$ cat config.mk
export PLATFORM = sky130hd
export DESIGN_NAME = pc_gen
export DESIGN_NICKNAME = d
export VERILOG_FILES = /design/src/rtl/pc_pkg.sv /design/src/rtl/ras_stack.sv /design/src/rtl/pc_gen.sv
export SDC_FILE = /design/constraint.sdc
export NUM_CORES = 1
export LEC_CHECK = 0
export CAP_MARGIN = 0
export CELL_PAD_IN_SITES_DETAIL_PLACEMENT = 1
export CELL_PAD_IN_SITES_GLOBAL_PLACEMENT = 1
export CORE_ASPECT_RATIO = 2
export CORE_MARGIN = 1
export CORE_UTILIZATION = 35
export CTS_CLUSTER_DIAMETER = 50
export DETAILED_ROUTE_END_ITERATION = 6
export GPL_ROUTABILITY_DRIVEN = 0
export HOLD_SLACK_MARGIN = 0.06
export PLACE_DENSITY_LB_ADDON = 0.3
export SYNTH_ARGS = -nofsm -noshare
export SYNTH_HDL_FRONTEND = slang
export SYNTH_HIERARCHICAL = 1
export SYNTH_SLANG_ARGS = --single-unit
$ cat constraint.sdc
create_clock -name clk -period 4.43 [get_ports clk]
set_input_delay 0.886 -clock clk [delete_from_list [all_inputs] [get_ports clk]]
set_output_delay 0.886 -clock clk [all_outputs]
set_load 0.05 [all_outputs]
$ cat src/rtl/pc_pkg.sv
// Shared constants and types for the program-counter generator and its
// return-address stack.
package pc_pkg;

  localparam int          XLEN_DEF      = 32;
  localparam int          INSN_BYTES    = 4;
  localparam logic [31:0] RESET_VEC_DEF = 32'h0000_0000;
  localparam logic [31:0] TRAP_VEC_DEF  = 32'h0000_0100;
  localparam logic [1:0]  ALIGN_MASK    = 2'b11;

  typedef enum logic [1:0] {
    RAS_NONE = 2'd0,
    RAS_PUSH = 2'd1,
    RAS_POP  = 2'd2,
    RAS_REPL = 2'd3
  } ras_op_e;

  function automatic logic is_misaligned(input logic [1:0] lsbs);
    return (lsbs & ALIGN_MASK) != 2'b00;
  endfunction

endpackage

$ cat src/rtl/ras_stack.sv
// Circular return-address stack: push overwrites the oldest entry when full,
// pop on empty is a no-op, replace swaps the top entry in place.
module ras_stack
  import pc_pkg::*;
#(
  parameter int XLEN      = XLEN_DEF,
  parameter int RAS_DEPTH = 4
) (
  input  logic            clk,
  input  logic            rst_n,
  input  ras_op_e         op,
  input  logic [XLEN-1:0] push_data,
  output logic [XLEN-1:0] top_data,
  output logic            empty,
  output logic            full
);

  localparam int PTR_W = $clog2(RAS_DEPTH);
  localparam int CNT_W = $clog2(RAS_DEPTH + 1);
  localparam logic [PTR_W-1:0] PTR_ONE = PTR_W'(1);
  localparam logic [CNT_W-1:0] CNT_ONE = CNT_W'(1);
  localparam logic [CNT_W-1:0] CNT_MAX = CNT_W'(RAS_DEPTH);

  logic [PTR_W-1:0] ptr_q, ptr_d;
  logic [CNT_W-1:0] cnt_q, cnt_d;
  logic [XLEN-1:0]  ent_q [RAS_DEPTH];
  logic [XLEN-1:0]  ent_d [RAS_DEPTH];
  logic [PTR_W-1:0] ptr_inc;
  logic             do_push;

  assign empty    = (cnt_q == {CNT_W{1'b0}});
  assign full     = (cnt_q == CNT_MAX);
  assign top_data = empty ? {XLEN{1'b0}} : ent_q[ptr_q];

  // Next-state for pointer, count and entries
  always_comb begin
    ptr_d   = ptr_q;
    cnt_d   = cnt_q;
    ent_d   = ent_q;
    ptr_inc = ptr_q + PTR_ONE;
    // A replace on an empty stack has no top to replace, so it pushes.
    do_push = (op == RAS_PUSH) || ((op == RAS_REPL) && empty);
    if (do_push) begin
      ptr_d          = ptr_inc;
      ent_d[ptr_inc] = push_data;
      cnt_d          = full ? cnt_q : (cnt_q + CNT_ONE);
    end else if ((op == RAS_POP) && !empty) begin
      ptr_d = ptr_q - PTR_ONE;
      cnt_d = cnt_q - CNT_ONE;
    end else if (op == RAS_REPL) begin
      ent_d[ptr_q] = push_data;
    end else begin
      ptr_d = ptr_q;
    end
  end

  // Stack state registers
  always_ff @(posedge clk or negedge rst_n) begin
    if (!rst_n) begin
      ptr_q <= {PTR_W{1'b0}};
      cnt_q <= {CNT_W{1'b0}};
      for (int i = 0; i < RAS_DEPTH; i++) begin
        ent_q[i] <= {XLEN{1'b0}};
      end
    end else begin
      ptr_q <= ptr_d;
      cnt_q <= cnt_d;
      ent_q <= ent_d;
    end
  end

endmodule

$ cat src/rtl/pc_gen.sv
// Program-counter generator: sequential fetch, resolved redirects, misaligned
// target trap and a return-address stack that scores return predictions.
module pc_gen
  import pc_pkg::*;
#(
  parameter int              XLEN      = XLEN_DEF,
  parameter logic [XLEN-1:0] RESET_VEC = XLEN'(RESET_VEC_DEF),
  parameter logic [XLEN-1:0] TRAP_VEC  = XLEN'(TRAP_VEC_DEF),
  parameter int              RAS_DEPTH = 4
) (
  input  logic            clk,
  input  logic            rst,
  input  logic            stall,
  input  logic            redir_valid,
  input  logic [XLEN-1:0] redir_target,
  input  logic            push_link,
  input  logic            pop_ret,
  output logic [XLEN-1:0] pc_out,
  output logic [XLEN-1:0] pc_plus4,
  output logic            misalign_trap,
  output logic [XLEN-1:0] bad_addr,
  output logic [XLEN-1:0] ras_top,
  output logic            ras_hit,
  output logic            ras_empty,
  output logic            ras_full
);

  logic [XLEN-1:0] pc_q, pc_d;
  logic [XLEN-1:0] bad_q, bad_d;
  logic            trap_q, trap_d;
  logic            hit_q, hit_d;
  ras_op_e         ras_op;

  assign pc_plus4      = pc_q + XLEN'(INSN_BYTES);
  assign pc_out        = pc_q;
  assign bad_addr      = bad_q;
  assign misalign_trap = trap_q;
  assign ras_hit       = hit_q;

  // Next PC, trap capture, hit scoring and RAS operation select
  always_comb begin
    pc_d   = pc_q;
    bad_d  = bad_q;
    trap_d = trap_q;
    hit_d  = hit_q;
    ras_op = RAS_NONE;
    if (stall) begin
      pc_d = pc_q;
    end else if (redir_valid && is_misaligned(redir_target[1:0])) begin
      pc_d   = TRAP_VEC;
      bad_d  = redir_target;
      trap_d = 1'b1;
      hit_d  = 1'b0;
    end else if (redir_valid) begin
      pc_d   = redir_target;
      trap_d = 1'b0;
      // The target is never replaced by the prediction; it is only scored.
      case ({push_link, pop_ret})
        2'b10: begin
          ras_op = RAS_PUSH;
          hit_d  = 1'b0;
        end
        2'b01: begin
          ras_op = RAS_POP;
          hit_d  = !ras_empty && (ras_top == redir_target);
        end
        2'b11: begin
          ras_op = RAS_REPL;
          hit_d  = !ras_empty && (ras_top == redir_target);
        end
        default: begin
          ras_op = RAS_NONE;
          hit_d  = 1'b0;
        end
      endcase
    end else begin
      pc_d   = pc_plus4;
      trap_d = 1'b0;
      hit_d  = 1'b0;
    end
  end

  // PC, trap and hit registers
  always_ff @(posedge clk or negedge rst) begin
    if (!rst) begin
      pc_q   <= RESET_VEC;
      bad_q  <= {XLEN{1'b0}};
      trap_q <= 1'b0;
      hit_q  <= 1'b0;
    end else begin
      pc_q   <= pc_d;
      bad_q  <= bad_d;
      trap_q <= trap_d;
      hit_q  <= hit_d;
    end
  end

  ras_stack #(
    .XLEN      (XLEN),
    .RAS_DEPTH (RAS_DEPTH)
  ) u_ras (
    .clk       (clk),
    .rst_n     (rst),
    .op        (ras_op),
    .push_data (pc_plus4),
    .top_data  (ras_top),
    .empty     (ras_empty),
    .full      (ras_full)
  );

endmodule

# Word-level counts from Yosys, hierarchy flattened
# Cells that the tools add are included.
# word_totals
reg_bits,199
output_inout_bits,132
word_cells,76
# op_classes
n_addsub,5
order_cmp,4
n_eq_ne,10
mux,28
n_bitwise,3
n_reduce_logical,16
# op_table
operator,count
$mux W128,3
$bwmux W128,2
$mux W32,7
$demux W32 S2,2
$bmux W32 S2,1
$add A32 B3 Y32 const B,1
$eq A32 B32 Y1,1
$mux W2,5
$mux W3,3
$eq A2 B2 Y1 const B,4
$ge A3 B3 Y1 const B,2
$logic_and A1 B1 Y1,6
$lt A3 B1 Y1 const B,2
$not A2 Y3,2
$pmux W2 S3,1
$reduce_and A2 Y1,3
$reduce_bool A2 Y1,3
$eq A2 B1 Y1 const B,2
$mux W1,4
$add A3 B1 Y3 const B,1
$eq A3 B3 Y1 const B,1
$logic_not A3 Y1,1
$sub A3 B1 Y3 const B,1
$add A2 B1 Y2 const B,1
other kinds (7),7

# Logic depth before layout (Yosys ltp)
# logic_depth
depth_word,10
ltp_mapped,12
ltp_nobuf,9

# By module
# The synthesis kept the hierarchy.
# modules_own_cells
module,instances,cells_each,area_per_inst_um2
ras_stack,1,405,6841.6
pc_gen,1,395,3885.0

# Worst setup path after synthesis
# OpenSTA, ideal clock, no wires.
# synth_timing
path_type,flip-flop to output port
from,register pc_q[2] (netlist: pc_out[2])
to,output port pc_plus4[26]
arrival_ns,2.811
path_slack_ns,0.733
stages_incl_launch_ff,6
cell_sequence,dfrtp_1 ha_1 nand3_1 nor4_4 nand4_1 xnor2_1
# synth_via
elab_chain_cells,1
# synth_lines
item,line,source
from (decl),pc_gen.sv:28,"logic [XLEN-1:0] pc_q, pc_d;"
from (signal assigned),pc_gen.sv:91,pc_q <= pc_d;
$add A32 B3 Y32,pc_gen.sv:34,assign pc_plus4 = pc_q + XLEN'(INSN_BYTES);
to (decl),pc_gen.sv:19,"output logic [XLEN-1:0] pc_plus4,"
# Every way passes these cells.

# Worst setup path in the final report
# layout_timing
from,register pc_q[4] (netlist: pc_out[4])
to,output port pc_plus4[27]
# The elaborated chain is that of the path after synthesis.

==> impl_metrics.ini <==
[layout]
nFillCells = 3163
drive_gt1_share_pct = 28.0
fin_cells = 1346
syn2layout_area_growth_pct = 25.2
nets = 1009

[sta]
setup_tns_ns = 0
hold_slack_ns = 0.481
final.setup_skew_ns = 0.00785
rsz0062_at_grt = no
timing.final.ws_setup_ns = 0.148
relSlewSlack_pct = 33.6
slew_viol_final = 0
worst_pin_slew_ns = 0.996
fmax_mhz = 234
hold_viol = 0
period_share_pct = 96.7
finalCriticalPeriod_ns = 4.28
setup_viol = 0

[floorplan]
dieArea_mm2 = 0.0314
num_rows = 90
dieHeight_um = 250
fp.dieW_um = 126
ios = 170
core-area_mm2 = 0.0302
start_util_pct = 35.5

[yosys]
ys_top_cells_by_area = dfrtp_1 46%, mux2_4 17%, mux4_2 6.7%, mux2_2 4.1%, xor2_1 3.2%
synthTopCellsByCount = 199 x dfrtp_1, 120 x mux2_4, 39 x mux2_2, 39 x xor2_1, 36 x nor2b_1
synth_cell_type_count = 62
synth-seq-cells = 199
synth_seq_area_share_pct = 46.4
ys_warn_count = 6
synth_edf_count = 0
synth.largest_area_cell = dfrtp_1
synth.avg_cell_area_um2 = 13.4
synth_nets = 846
syn_inst = 800
ys_async_sr_fraction_pct = 100
synth_ff_type = dfrtp_1
syn_area_mm2 = 0.0107
yosysMostFrequentCell = dfrtp_1
synth_top_area_share_pct = 46.4

[clock_tree]
clk_latency_ns = 0.46
cts_tree = yes
clk_path_buf_depth = 2
cts_root_buf = clkbuf_16
clkSinkCount = 199
htree_levels = 4
post_cts_buffers = 0
clk_pin_slew_ns = 0.07
cts_hold_buf = 0
numCtsBuffers = 17

[pwr]
vdd_drop_max_mv = 0.290
p_per_area_mw_per_mm2 = 506
p_leak_nw = 6.26
total_power_mw = 6.80

[drt]
ant_nets = 0
wl_per_cell_um = 24.4
drt-initial-drc-count = 321
vias_per_cell = 5.35
via_count = 7206
post-route-drc-count = 0
wl_um = 32900
first_pass_iters = 4

[global_routing]
antenna_found_initial = 2
met3_usage_pct = 3.30
track_usage_pct = 21.9
globalRouteMet1Util_pct = 24.5
grt_pass1_vias = 7933
grt-busiest-layer = met2
grt_pass1_wl_um = 50600
grt_use_met2_pct = 40.8
grt_max_degree = 114
overflow = 0

[worst_setup_path]
r2r-start = u_ras/ptr_q[0]$_DFFE_PN0P_
startpoint_type = flip-flop
rr_worst_depth = 7
crit_fanout = 9
crit_type = reg2out
r2r_end = ras_hit$_DFFE_PN0N_
critPathRequiredTime_ns = 3.54
arrival_ns = 3.40
end_kind = primary output
r2r_slack_ns = 1.22

[hold_path]
hold_path_class = reg2reg
hp-start = misalign_trap$_DFFE_PN0N_
worstHoldEndpoint = misalign_trap$_DFFE_PN0N_
whs_path_depth = 1

[placed_design]
post-place-ws_ns = 0.343
placed_cells = 1312
place_hpwl_um = 23600
port_buffers = 169

[run]
max-cap-violations = 0

[run_status]
status = finished, final reports clean
metal layers:
layer  part of all wire, %  vias to the layer above  wire length (um)
li1                      -                     3208                 -
met1                    39                     3793             12700
met2                    55                      166             18200
met3                   2.8                       39               917
met4                   3.2                        0              1050
met5                     0                        -                 0
how the worst max path moves through the flow:
| stage | startpoint | endpoint | slack, ns |
|---|---|---|---|
| 3_3_place_gp | pc_out[2]$_DFFE_PN0N_ | pc_plus4[30] | 0.47 |
| 4_1_cts | pc_out[2]$_DFFE_PN0N_ | pc_plus4[26] | 0.01 |
| 6_report | pc_out[4]$_DFFE_PN0N_ | pc_plus4[27] | 0.15 |
| 2_1_floorplan | pc_out[2]$_DFFE_PN0N_ | pc_plus4[26] | 0.73 |
| 3_5_place_dp | pc_out[2]$_DFFE_PN0N_ | pc_plus4[30] | 0.34 |
| 5_1_grt | pc_out[2]$_DFFE_PN0N_ | pc_plus4[16] | 0.001 |
metrics by stage:
stage	util, %	cell area, um^2
finish	44.5	13400
global route	44.5	13400
CTS	44.4	13400
detailed placement	42.5	12800
global placement	42.5	12800
floorplan	-	10700
power by group:
group / internal, mW / leakage (nW) / switching, mW
clock network: 0.831 / 0.271 / 0.749
logic: 1.17 / 3.36 / 1.58
registers: 2.13 / 2.64 / 0.336
area by class of cell:
class | instances | area (um^2) | area share (%)
multi-input cells | 532 | 5360 | 39.9
flip-flops and latches | 199 | 4980 | 37.1
repair buffers | 199 | 1980 | 14.8
clock buffers | 21 | 470 | 3.50
well taps | 368 | 460 | 3.43
clock inverters | 11 | 114 | 0.848
inverters | 14 | 52.6 | 0.391
diodes | 2 | 5.00 | 0.0373
critical path, cell delays in order, from the launching register on:
cell             delay, ns
dfrtp_1               0.49
nand4_1               0.30
nor2_1                0.24
buf_4                 0.17
and4_1                0.28
nand3_1               0.14
xnor2_1               0.42
clkdlybuf4s50_1       0.90
state kept, by name, summed over array words and instances, names as in the netlist:
name,cells
u_ras/ent_q,128
bad_addr,32
pc_out,32
u_ras/cnt_q,3
u_ras/ptr_q,2
misalign_trap,1
ras_hit,1
cell families (layout without fill, tap and decap cells):
kind of cell | after synthesis | after routing | share of synthesized area, %
AO/OA/AOI/OAI | 88 | 88 | 6.21
XOR/XNOR | 64 | 64 | 5.23
adder cells (fa/ha/maj) | 8 | 8 | 1.00
buffers and inverters | 69 | 245 | 3.67
flip-flops | 199 | 199 | 46.4
multiplexers | 196 | 196 | 28.1
other | 0 | 2 | 0
AND/OR/NAND/NOR | 176 | 176 | 9.39
timing repair:
action,in CTS,in global routing
endpoints found under the setup margin,1,7
pin swaps,0,0
resized for setup,2,7
gates cloned,0,0
cells in the final DEF (no fill, tap or decap), types with 13 or more instances in the layout:
master           instances
dfrtp_1                198
clkdlybuf4s50_1        159
mux2_4                 120
xor2_1                  39
mux2_2                  39
nand2_1                 35
nor2b_1                 35
mux4_2                  32
buf_4                   27
o21ai_0                 26
xnor2_1                 25
nor2_1                  24
clkbuf_16               17
nand3_1                 16
inv_1                   13
No activity file was read; power rests on OpenSTA's default activity.
